$ cat src/rtl/nlm_pkg.sv
// Shared definitions for the NLM weight normaliser: PE weight width,
// normaliser FSM states and accumulator width helpers.
package nlm_pkg;

    // Weight width produced by the PE array (weight_o).
    localparam int PE_WEIGHT_WIDTH = 8;

    typedef enum logic [1:0] {
        ACC = 2'd0,
        FIN = 2'd1,
        DIV = 2'd2,
        OUT = 2'd3
    } state_e;

    // Weight sum: one weight per candidate.
    function automatic int wsum_width(input int weight_w, input int cnt_w);
        return weight_w + cnt_w;
    endfunction

    // Product sum: one weight*pixel per candidate, plus a bit for the rounding add.
    function automatic int psum_width(input int weight_w, input int data_w, input int cnt_w);
        return weight_w + data_w + cnt_w + 1;
    endfunction

endpackage

$ cat src/rtl/seq_divider.sv
// Restoring sequential divider, one quotient bit per cycle, MSB first.
// A quotient that does not fit in QUO_WIDTH bits saturates to all ones.
// done/quotient are valid in the cycle of the final step so the caller can
// register the result on that same edge.
module seq_divider
    import nlm_pkg::*;
#(
    parameter int NUM_WIDTH = 28,
    parameter int DEN_WIDTH = 15,
    parameter int QUO_WIDTH = 12
) (
    input  logic                 clk,
    input  logic                 rst,
    input  logic                 start,
    input  logic [NUM_WIDTH-1:0] num,
    input  logic [DEN_WIDTH-1:0] den,
    output logic                 busy,
    output logic                 done,
    output logic [QUO_WIDTH-1:0] quotient
);

    localparam int STEP_WIDTH = $clog2(QUO_WIDTH + 1);

    logic                  busy_q, busy_d;
    logic                  sat_q, sat_d;
    logic [STEP_WIDTH-1:0] step_q, step_d;
    logic [DEN_WIDTH-1:0]  rem_q, rem_d;
    logic [DEN_WIDTH-1:0]  den_q, den_d;
    logic [QUO_WIDTH-1:0]  low_q, low_d;
    logic [QUO_WIDTH-1:0]  quo_q, quo_d;

    logic [NUM_WIDTH-1:0]  high_s;
    logic [DEN_WIDTH:0]    trial_s;
    logic [DEN_WIDTH-1:0]  diff_s;
    logic                  qbit_s;
    logic [QUO_WIDTH-1:0]  quo_next_s;

    // The bits above the quotient range seed the remainder; if they already
    // reach the divisor the quotient cannot fit and is saturated.
    assign high_s     = num >> QUO_WIDTH;
    assign trial_s    = {rem_q, low_q[QUO_WIDTH-1]};
    assign qbit_s     = (trial_s >= {1'b0, den_q});
    assign diff_s     = trial_s[DEN_WIDTH-1:0] - den_q;
    assign quo_next_s = {quo_q[QUO_WIDTH-2:0], qbit_s};

    assign busy     = busy_q;
    assign done     = busy_q && (step_q == STEP_WIDTH'(1));
    assign quotient = sat_q ? {QUO_WIDTH{1'b1}} : quo_next_s;

    // Next-state: load on start when idle, otherwise shift/subtract one bit.
    always_comb begin
        busy_d = busy_q;
        sat_d  = sat_q;
        step_d = step_q;
        rem_d  = rem_q;
        den_d  = den_q;
        low_d  = low_q;
        quo_d  = quo_q;
        if (busy_q) begin
            rem_d  = qbit_s ? diff_s : trial_s[DEN_WIDTH-1:0];
            low_d  = low_q << 1'b1;
            quo_d  = quo_next_s;
            step_d = step_q - STEP_WIDTH'(1);
            if (step_q == STEP_WIDTH'(1)) begin
                busy_d = 1'b0;
            end else begin
                busy_d = 1'b1;
            end
        end else if (start) begin
            busy_d = 1'b1;
            sat_d  = (high_s >= NUM_WIDTH'(den));
            step_d = STEP_WIDTH'(QUO_WIDTH);
            rem_d  = DEN_WIDTH'(high_s);
            den_d  = den;
            low_d  = num[QUO_WIDTH-1:0];
            quo_d  = '0;
        end else begin
            busy_d = 1'b0;
        end
    end

    // Divider state registers.
    always_ff @(posedge clk or posedge rst) begin
        if (rst) begin
            busy_q <= 1'b0;
            sat_q  <= 1'b0;
            step_q <= '0;
            rem_q  <= '0;
            den_q  <= '0;
            low_q  <= '0;
            quo_q  <= '0;
        end else begin
            busy_q <= busy_d;
            sat_q  <= sat_d;
            step_q <= step_d;
            rem_q  <= rem_d;
            den_q  <= den_d;
            low_q  <= low_d;
            quo_q  <= quo_d;
        end
    end

endmodule

$ cat src/rtl/nlm_weight_normalizer.sv
// NLM weight normaliser: accumulates the PE (weight, pixel) stream for one
// output pixel, substitutes the max weight for the centre candidate, then
// divides with round-half-up and presents the result on valid/ready.
module nlm_weight_normalizer
    import nlm_pkg::*;
#(
    parameter int DATA_WIDTH   = 12,
    parameter int WEIGHT_WIDTH = PE_WEIGHT_WIDTH,
    parameter int MAX_CAND     = 81,
    parameter int CNT_WIDTH    = $clog2(MAX_CAND + 1),
    parameter int WSUM_WIDTH   = wsum_width(WEIGHT_WIDTH, CNT_WIDTH),
    parameter int PSUM_WIDTH   = psum_width(WEIGHT_WIDTH, DATA_WIDTH, CNT_WIDTH)
) (
    input  logic                    clk,
    input  logic                    rst,
    input  logic                    in_valid,
    output logic                    in_ready,
    input  logic [WEIGHT_WIDTH-1:0] in_weight,
    input  logic [DATA_WIDTH-1:0]   in_pixel,
    input  logic                    in_center,
    input  logic                    in_last,
    output logic                    out_valid,
    input  logic                    out_ready,
    output logic [DATA_WIDTH-1:0]   out_pixel,
    output logic [CNT_WIDTH-1:0]    out_count,
    output logic                    out_ovf
);

    localparam int PROD_WIDTH = WEIGHT_WIDTH + DATA_WIDTH;

    state_e                  state_q, state_d;
    logic [WSUM_WIDTH-1:0]   wsum_q, wsum_d;
    logic [PSUM_WIDTH-1:0]   psum_q, psum_d;
    logic [WEIGHT_WIDTH-1:0] maxw_q, maxw_d;
    logic [DATA_WIDTH-1:0]   center_q, center_d;
    logic [CNT_WIDTH-1:0]    cnt_q, cnt_d;
    logic                    ovf_q, ovf_d;
    logic [DATA_WIDTH-1:0]   out_pixel_q, out_pixel_d;
    logic                    out_valid_q, out_valid_d;
    logic                    in_ready_q, in_ready_d;

    logic                    accept_s;
    logic                    clear_s;
    logic [PROD_WIDTH-1:0]   beat_prod_s;
    logic [PROD_WIDTH-1:0]   center_prod_s;
    logic [WSUM_WIDTH-1:0]   wsum_fin_s;
    logic [PSUM_WIDTH-1:0]   psum_fin_s;
    logic [PSUM_WIDTH-1:0]   num_s;
    logic                    div_start_s;
    logic                    div_busy_s;
    logic                    div_done_s;
    logic [DATA_WIDTH-1:0]   div_quot_s;

    assign accept_s      = in_valid && in_ready_q;
    assign beat_prod_s   = PROD_WIDTH'(in_weight) * PROD_WIDTH'(in_pixel);
    assign center_prod_s = PROD_WIDTH'(maxw_q) * PROD_WIDTH'(center_q);
    // Final sums with the centre candidate weighted by the largest weight seen.
    assign wsum_fin_s    = wsum_q + WSUM_WIDTH'(maxw_q);
    assign psum_fin_s    = psum_q + PSUM_WIDTH'(center_prod_s);
    assign num_s         = psum_fin_s + PSUM_WIDTH'(wsum_fin_s >> 1'b1);

    seq_divider #(
        .NUM_WIDTH (PSUM_WIDTH),
        .DEN_WIDTH (WSUM_WIDTH),
        .QUO_WIDTH (DATA_WIDTH)
    ) u_div (
        .clk      (clk),
        .rst      (rst),
        .start    (div_start_s),
        .num      (num_s),
        .den      (wsum_fin_s),
        .busy     (div_busy_s),
        .done     (div_done_s),
        .quotient (div_quot_s)
    );

    // Accumulate / finalise / divide / output sequencing.
    always_comb begin
        state_d     = state_q;
        wsum_d      = wsum_q;
        psum_d      = psum_q;
        maxw_d      = maxw_q;
        center_d    = center_q;
        cnt_d       = cnt_q;
        ovf_d       = ovf_q;
        out_pixel_d = out_pixel_q;
        out_valid_d = out_valid_q;
        in_ready_d  = in_ready_q;
        div_start_s = 1'b0;
        clear_s     = 1'b0;
        case (state_q)
            ACC: begin
                if (accept_s) begin
                    if (cnt_q == CNT_WIDTH'(MAX_CAND)) begin
                        ovf_d = 1'b1;
                    end else begin
                        cnt_d = cnt_q + CNT_WIDTH'(1);
                    end
                    if (in_center) begin
                        center_d = in_pixel;
                    end else begin
                        wsum_d = wsum_q + WSUM_WIDTH'(in_weight);
                        psum_d = psum_q + PSUM_WIDTH'(beat_prod_s);
                        if (in_weight > maxw_q) begin
                            maxw_d = in_weight;
                        end else begin
                            maxw_d = maxw_q;
                        end
                    end
                    if (in_last) begin
                        state_d    = FIN;
                        in_ready_d = 1'b0;
                    end else begin
                        state_d = ACC;
                    end
                end else begin
                    state_d = ACC;
                end
            end
            FIN: begin
                wsum_d     = wsum_fin_s;
                psum_d     = psum_fin_s;
                in_ready_d = 1'b0;
                if (wsum_fin_s == '0) begin
                    out_pixel_d = center_q;
                    out_valid_d = 1'b1;
                    state_d     = OUT;
                end else begin
                    div_start_s = 1'b1;
                    state_d     = DIV;
                end
            end
            DIV: begin
                if (div_done_s) begin
                    out_pixel_d = div_quot_s;
                    out_valid_d = 1'b1;
                    state_d     = OUT;
                end else if (!div_busy_s) begin
                    // Divider lost its operation: drop the frame rather than hang.
                    clear_s    = 1'b1;
                    in_ready_d = 1'b1;
                    state_d    = ACC;
                end else begin
                    state_d = DIV;
                end
            end
            OUT: begin
                if (out_valid_q && out_ready) begin
                    clear_s     = 1'b1;
                    out_valid_d = 1'b0;
                    in_ready_d  = 1'b1;
                    state_d     = ACC;
                end else begin
                    state_d = OUT;
                end
            end
            default: begin
                clear_s     = 1'b1;
                out_valid_d = 1'b0;
                in_ready_d  = 1'b1;
                state_d     = ACC;
            end
        endcase
        if (clear_s) begin
            wsum_d   = '0;
            psum_d   = '0;
            maxw_d   = '0;
            center_d = '0;
            cnt_d    = '0;
            ovf_d    = 1'b0;
        end else begin
            ovf_d = ovf_d;
        end
    end

    // State, accumulator and output registers.
    always_ff @(posedge clk or posedge rst) begin
        if (rst) begin
            state_q     <= ACC;
            wsum_q      <= '0;
            psum_q      <= '0;
            maxw_q      <= '0;
            center_q    <= '0;
            cnt_q       <= '0;
            ovf_q       <= 1'b0;
            out_pixel_q <= '0;
            out_valid_q <= 1'b0;
            in_ready_q  <= 1'b1;
        end else begin
            state_q     <= state_d;
            wsum_q      <= wsum_d;
            psum_q      <= psum_d;
            maxw_q      <= maxw_d;
            center_q    <= center_d;
            cnt_q       <= cnt_d;
            ovf_q       <= ovf_d;
            out_pixel_q <= out_pixel_d;
            out_valid_q <= out_valid_d;
            in_ready_q  <= in_ready_d;
        end
    end

    assign in_ready  = in_ready_q;
    assign out_valid = out_valid_q;
    assign out_pixel = out_pixel_q;
    assign out_count = cnt_q;
    assign out_ovf   = ovf_q;

endmodule

$ cat config.mk
export PLATFORM = sky130hd
export DESIGN_NAME = nlm_weight_normalizer
export DESIGN_NICKNAME = d
export VERILOG_FILES = /design/src/rtl/nlm_pkg.sv /design/src/rtl/seq_divider.sv /design/src/rtl/nlm_weight_normalizer.sv
export SDC_FILE = /design/constraint.sdc
export NUM_CORES = 1
export LEC_CHECK = 0
export ABC_AREA = 1
export CAP_MARGIN = 25
export CORE_UTILIZATION = 65
export CTS_CLUSTER_SIZE = 28
export DETAILED_ROUTE_END_ITERATION = 10
export PLACE_DENSITY_LB_ADDON = 0.2
export SYNTH_ARGS = -nofsm -noshare
export SYNTH_HDL_FRONTEND = slang
export SYNTH_HIERARCHICAL = 1
export SYNTH_SLANG_ARGS = --single-unit
export TNS_END_PERCENT = 10
$ cat constraint.sdc
create_clock -name clk -period 20.4 [get_ports clk]
set_input_delay 4.08 -clock clk [delete_from_list [all_inputs] [get_ports clk]]
set_output_delay 4.08 -clock clk [all_outputs]
set_load 0.02 [all_outputs]
**After elaboration in Yosys (flattened, before gate mapping)**

Cells that the tools add are included.

- Muxes and demuxes: 64
- Reductions and logical operators: 23
- Equal/unequal tests: 16
- $add $sub $neg: 8
- Multiply operators: 2
- $lt $le $gt $ge: 3
- Bitwise logic cells: 1

Operators by type and width:

| operator | count |
|---|---|
| $mux W12 | 9 |
| $mux W15 | 6 |
| $mux W28 | 3 |
| $add A28 B20 Y28 | 2 |
| $pmux W28 S2 | 1 |
| $mul A8 B12 Y20 | 2 |
| $mux W8 | 5 |
| $ge A16 B15 Y1 | 2 |
| $add A15 B8 Y15 | 2 |
| $pmux W15 S2 | 1 |
| $add A28 B14 Y28 | 1 |
| $mux W7 | 4 |
| $pmux W12 S2 | 1 |
| $mux W1 | 22 |
| $mux W11 | 2 |
| $ne A2 B2 Y1 const B | 8 |
| $logic_not A15 Y1 | 1 |
| $reduce_and A3 Y1 | 5 |
| $sub A15 B15 Y15 | 1 |
| $reduce_bool A2 Y1 | 7 |
| $gt A8 B8 Y1 | 1 |
| $mux W2 | 4 |
| $mux W4 | 2 |
| $pmux W2 S4 | 1 |
| 18 further kinds | 24 |

- Input port bits: 26
- Flip-flop bits (word level): 146
- Word-level logic and storage cells: 134

**Logic depth before layout (Yosys ltp)**

Gate-level depths: netlist of the first run.

- Word-level depth: 6
- Depth in mapped cells: 40
- Mapped depth without buffers: 39

**Hierarchy**

Netlist of the first run, hierarchy kept.

By module, submodules not included:

| module | seq. area each (um2) | cells an instance | instances | area each (um2) |
|---|---|---|---|---|
| nlm_weight_normalizer | 2178.3 | 2161 | 1 | 14699.1 |
| seq_divider | 1476.4 | 538 | 1 | 3970.1 |

**Worst setup path after synthesis of the first run**

Ideal clock, no wire load.

- Path type: input-to-reg
- Start: in in_weight[7]
- End: reg psum_q[12]
- Slack: 12.199 ns
- Stages on the path: 16
- Arrival: 8.077 ns
- Path buffers: 1
- Library setup time: 0.124 ns
- Path through: clkbuf_1 nand2_1 fa_1 fa_1 inv_1 fa_1 fa_1 ha_1 a21oi_1 a21boi_0 o21ai_0 a21oi_1 or2_2 nand3_1 o211ai_1 nand2_1

- Word-level cells in the longest chain between the ends: 6

Ends and longest elaborated chain:

| what | line | source |
|---|---|---|
| from (decl) | nlm_weight_normalizer.sv:18 | `input logic [WEIGHT_WIDTH-1:0] in_weight,` |
| $mul A8 B12 Y20 | nlm_weight_normalizer.sv:55 | `assign beat_prod_s = PROD_WIDTH'(in_weight) * PROD_WIDTH'(in_pixel);` |
| $add A28 B20 Y28 | nlm_weight_normalizer.sv:103 | `psum_d = psum_q + PSUM_WIDTH'(beat_prod_s);` |
| $mux W28 | nlm_weight_normalizer.sv:99 | `if (in_center) begin` |
| $mux W28 | nlm_weight_normalizer.sv:93 | `if (accept_s) begin` |
| $pmux W28 S2 | nlm_weight_normalizer.sv:91 | `case (state_q)` |
| $mux W28 | nlm_weight_normalizer.sv:164 | `if (clear_s) begin` |
| to (signal assigned) | nlm_weight_normalizer.sv:192 | `psum_q <= psum_d;` |
| to (decl) | nlm_weight_normalizer.sv:33 | `logic [PSUM_WIDTH-1:0] psum_q, psum_d;` |

Every way passes these cells. The select of a mux whose other input is x is not followed.
A chain may end at the register's enable or synchronous reset.

**Worst setup path after layout of the first run**

Same ends and word-level chain as after synthesis.

==> results.json, run 1 <==
{
  "crit_arrival_ns": 9.40,
  "ys_seq_area_frac": 0.196,
  "synth_cell_types": 56,
  "hold_violations": 0,
  "grt_pass1_wl_mm": 88.8,
  "maxSlewViolCount": 0,
  "synth-seq-cells": 146,
  "setup_viol": 0,
  "fmax_mhz": 110,
  "cts_sinks": 146,
  "setup_tns_ns": 0,
  "clk_pin_slew_ns": 0.07,
  "place_inst": 3048,
  "final_nets": 3039,
  "grt_use_total": 0.400,
  "hold_class": "reg2reg",
  "drc": 0,
  "initial_core_util": 0.667,
  "drt_iter0_markers": 1650,
  "hold_buffers": 0,
  "status": "complete, no violations",
  "cp.required_ns": 20.74,
  "rows": 61,
  "ctsResizeCount": 0,
  "die_w_um": 171,
  "place_congestion": 0.955,
  "syn_area_mm2": 0.0187,
  "final_common_cell": "nand2_1",
  "hold_depth": 2,
  "clock_latency_ns": 0.46,
  "antenna_found_initial": 0,
  "firstDrtPassIters": 6,
  "fin_cells": 3082,
  "maxCapViolCount": 0,
  "cts_tree": "yes",
  "ant_nets": 0,
  "routed_wl_mm": 55.8,
  "vias_per_cell": 5.76,
  "grt_overflow": 0,
  "finClkSkew_ns": 0.0186,
  "period_needed_ns": 9.06,
  "wl_per_cell_um": 18.1,
  "ff2ff_path_depth": 31,
  "critPathLaunchType": "input pin",
  "htree_num_levels": 4,
  "synth_async_sr_flop_share": 1.00,
  "post_cts_buffers": 0,
  "worstPathCellList": "clkdlybuf4s50_1 -> nand2_1 -> fa_1 -> fa_1 -> inv_1 -> fa_1 -> fa_1 -> ha_1 -> a21oi_1 -> a21boi_0 -> o21ai_0 -> a21oi_1 -> or2_2 -> nand3_1 -> o211ai_1 -> nand2_1",
  "synth_flop_cell": "dfrtp_1",
  "synthCells": 2699,
  "cpPeakStageDelay_ns": 0.93,
  "grt_setup_unrepaired": "no",
  "relSlewSlack": 0.280,
  "die_h_um": 171,
  "crit_path_end_kind": "flip-flop",
  "area_delta_synth_final_pct": 6.90,
  "hold_slack_ns": 0.485,
  "final_cell_mix": "nand2_1, inv_1, nand3_1",
  "worstMarginPinSlew_ns": 1.08,
  "cts_buffers": 17,
  "grt_pass1_vias": 17407,
  "critical_path_class": "in2reg",
  "worst-path-stages": 16,
  "vias": 17749,
  "path_delay_family": "adder cells",
  "drive_gt1_frac": 0.0344,
  "clockBufferDepth": 2,
  "path_max_fanout": 15,
  "synth_nets": 3047,
  "diodes": 0,
  "synth_edf_count": 0,
  "dieArea_mm2": 0.0294,
  "path_buf_inv": 2,
  "cts.root.buffer_cell": "clkbuf_16",
  "portBuffers": 47,
  "final.period_utilization": 0.444,
  "utilization": 0.713,
  "dpl.hpwl_mm": 43.5,
  "fill_cells": 2330,
  "io_pins": 48,
  "core-area_mm2": 0.0280,
  "grt_max_degree": 60,
  "ys_warn_count": 6,
  "cpMostUsedCell": "fa_1",
  "postSynthAreaPerCell_um2": 6.92,
  "critPathSlowestCell": "clkdlybuf4s50_1"
}
-- cells by family (layout without fill, tap and decap cells) --
kind of cell	Yosys count	in the layout	share of synthesized area
AND/OR/NAND/NOR	1172	1172	0.260
buffers and inverters	683	688	0.140
AO/OA/AOI/OAI	325	325	0.100
adder cells (fa/ha/maj)	322	322	0.280
flip-flops	146	146	0.196
XOR/XNOR	48	48	0.0225
multiplexers	3	3	0.00161
-- routing by layer --
layer | wire (µm) | vias up | track usage
li1 | - | 8282 | -
met1 | 21500 | 8465 | 0.490
met2 | 26600 | 819 | 0.675
met3 | 4860 | 183 | 0.0750
met4 | 2760 | 0 | 0.198
met5 | 0 | - | 0
-- metrics by stage --
stage	worst slack (ns)	instance area [µm²]
after CTS	11.33	19900
after detailed placement	10.88	19300
after global routing	10.94	20000
final	11.34	20000
after floorplan	12.20	18700
after global placement	11.00	19300
-- flip-flops by register name, summed over array words and instances (netlist names) --
signal,count
center_q,12
state_q,2
maxw_q,8
psum_q,28
wsum_q,15
u_div/busy,1
u_div/sat_q,1
in_ready,1
out_valid,1
u_div/low_q,12
u_div/quo_q,11
out_pixel,12
out_count,7
out_ovf,1
u_div/rem_q,15
u_div/den_q,15
u_div/step_q,4
-- worst register-to-register path, delay by kind of cell, from the launching register on --
family          cells  cell delay [ns]
xor+xnor            2             0.69
flops               1             0.82
simple gates       13             1.79
buf+inv             4             0.35
fa+ha+maj           7             3.10
compound gates      5             1.13
-- Yosys cell counts, drive strengths merged, types with 2 or more instances --
cell    number  share of area
nand2      800           0.16
nand3      165          0.045
o22ai       17         0.0057
buf         17         0.0060
xor2        35          0.016
o31ai        5         0.0027
nand3b       6         0.0024
xnor2       13         0.0061
o32ai        3         0.0014
a21boi       3         0.0012
ha         162           0.11
nor2       137          0.029
o21a         2        0.00080
o21ai      147          0.040
o211ai      18         0.0075
dfrtp      145           0.19
or2          7         0.0023
nand4       31          0.010
fa         160           0.17
mux2i        3         0.0016
inv        597           0.12
a22o         5         0.0023
nor3        18         0.0057
clkbuf      67          0.013
clkinv       2        0.00040
a21oi      110          0.032
a21o         3         0.0012
and2         7         0.0025
o221ai       5         0.0023
o21bai       4         0.0018
-- final timing paths --
check | startpoint | endpoint | slack, ns
min in group asynchronous | rst | out_pixel[7] | 4.08
max reg2reg | maxw_q[6] | u_div/sat_q | 12.41
max | in_weight[7] | psum_q[12] | 11.34
min | u_div/den_q[0] | u_div/den_q[0] | 0.49
min reg2reg | u_div/den_q[0] | u_div/den_q[0] | 0.49
max in group asynchronous | rst | psum_q[21] | 15.04
-- layout make-up --
type | instances | area, µm² | share of cell area
inverter | 599 | 2250 | 0.113
tap | 378 | 473 | 0.0237
timing repair buffer | 57 | 562 | 0.0281
clock buffer | 18 | 439 | 0.0220
sequential | 146 | 3650 | 0.183
multi-input combinational | 1870 | 12400 | 0.622
clock inverter | 14 | 163 | 0.00815
Power of run 1 is not shown: default switching activity piles up to over one toggle a cycle in this logic, so the estimate is an artifact.
==> run 2: changes to the inputs <==
Settings changed: CORE_UTILIZATION 65 to 59.
Clock period 20.4 ns to 8 ns, I/O delays scaled along.
==> run 2 against run 1 <==
  * The flow now finishes with violations (DRC)
  * Utilization is 6.3 points lower
  * Setup slack worse by 11 ns
  * Sequential share of layout area is 0.064 points lower
  * Global-route usage shrank 3.9 points
  * Critical path depth is 16 higher
  * Flip-flop and latch count unchanged
  * Final cell count grew 0.88%
  * Cell area up 0.35%
  * Via count shrank 0.70%
  * Wire length increased by 0.96%
  * Worst hold slack better by 0.0093 ns
  * Register-to-register slack lost 12 ns
  * Highest routed layer unchanged
==> results.json, run 2 (synthesis results as in run 1) <==
{
  "crit_path_end_kind": "flip-flop",
  "ctsResizeCount": 0,
  "grt_setup_unrepaired": "no",
  "final_cell_mix": "nand2_1, inv_1, nand3_1",
  "critPathLaunchType": "flip-flop",
  "crit-reg2reg-launch": "maxw_q[6]",
  "grt.met2_usage": 0.612,
  "clock_latency_ns": 0.46,
  "largest_register_ffs": 28,
  "critical_path_class": "reg2reg",
  "antenna_found_initial": 0,
  "rows": 64,
  "area_delta_synth_final_pct": 7.28,
  "grt_pass1_wl_mm": 91.0,
  "hold_class": "reg2reg",
  "top_register": "psum_q",
  "final_common_cell": "nand2_1",
  "final.period_utilization": 0.902,
  "cp.required_ns": 8.35,
  "drive_gt1_frac": 0.0369,
  "cpMostUsedCell": "nand2_1",
  "ant_nets": 0,
  "path_max_fanout": 14,
  "drc": 2,
  "final_nets": 3048,
  "grt.met3_usage": 0.0561,
  "grt_use_total": 0.361,
  "relSlewSlack": 0.316,
  "cts_buffers": 17,
  "top_usage_layer": "met2",
  "cpPeakStageDelay_ns": 0.75,
  "clockBufferDepth": 2,
  "fill_cells": 2757,
  "io_pins": 48,
  "path_buf_inv": 4,
  "grt_pass1_vias": 17619,
  "path_delay_family": "adder cells",
  "cts.root.buffer_cell": "clkbuf_16",
  "vias_per_cell": 5.67,
  "worstMarginPinSlew_ns": 1.02,
  "cts_sinks": 146,
  "clk_pin_slew_ns": 0.07,
  "diodes": 0,
  "setup_tns_ns": 0,
  "htree_num_levels": 4,
  "vias": 17624,
  "grt_overflow": 0,
  "die_h_um": 180,
  "status": "complete, but fails checks",
  "routed_wl_mm": 56.3,
  "maxCapViolCount": 0,
  "violations": "DRC",
  "critPathLaunch": "maxw_q[6]",
  "hold_violations": 0,
  "drt_iter0_markers": 1453,
  "dieArea_mm2": 0.0324,
  "die_w_um": 180,
  "wl_per_cell_um": 18.1,
  "critPathSlowestCell": "dfrtp_1",
  "maxSlewViolCount": 0,
  "portBuffers": 47,
  "period_needed_ns": 7.22,
  "post_cts_buffers": 0,
  "fmax_mhz": 139,
  "finClkSkew_ns": 0.0148,
  "place_congestion": 0.985,
  "crit_arrival_ns": 7.57,
  "initial_core_util": 0.606,
  "setup_viol": 0,
  "firstDrtPassIters": 9,
  "met1_usage": 0.450,
  "core-area_mm2": 0.0308,
  "grt_max_degree": 60,
  "dpl.hpwl_mm": 45.0,
  "hold_buffers": 0,
  "cts_tree": "yes",
  "hold_path_startpoint": "psum_q[18]"
}
-- run 2: worst paths after layout --
check	endpoint	cells after the start	slack [ns]
hold reg to reg	psum_q[18]	2	0.49
setup / recovery	u_div/sat_q	32	0.78
max in group asynchronous	center_q[1]	3	5.19
min in group asynchronous	u_div/step_q[0]	2	1.51
setup reg to reg	u_div/sat_q	32	0.78
hold / removal	psum_q[18]	2	0.49
-- run 2: per-stage QoR --
step	cells	setup WS (ns)	hold WS, ns	utilization	cell area (µm²)
2_1_floorplan	2699	1.55	0.448	-	18700
3_3_place_gp	3075	1.02	0.472	0.630	19400
3_5_place_dp	3076	0.869	0.480	0.631	19400
4_1_cts	3108	0.831	0.493	0.649	20000
5_1_grt	3109	0.209	0.513	0.650	20000
6_report	3109	0.782	0.495	0.650	20000
-- run 2: worst register-to-register path: cells and delay by family, from the launching register on --
family	cells	cell delay, ns
adder cells (fa/ha/maj)	7	3.14
AND/OR/NAND/NOR	16	1.96
AO/OA/AOI/OAI	4	0.79
flip-flops	1	0.75
XOR/XNOR	1	0.28
buffers and inverters	4	0.22
-- run 2: layout make-up --
type / instances / area [µm²] / share of cell area
Clock buffer: 19 / 433 / 0.0216
Clock inverter: 13 / 128 / 0.00637
Inverter: 599 / 2250 / 0.112
Multi-Input combinational cell: 1870 / 12400 / 0.620
Sequential cell: 146 / 3650 / 0.182
Tap cell: 396 / 495 / 0.0247
Timing Repair Buffer: 66 / 646 / 0.0322
-- run 2: metal layers --
layer | wire length (µm) | vias to the layer above
met5 | 0 | -
met4 | 2670 | 0
met3 | 4130 | 162
met2 | 26600 | 708
met1 | 22900 | 8454
li1 | - | 8300
Power of run 2 is left out for the same reason.
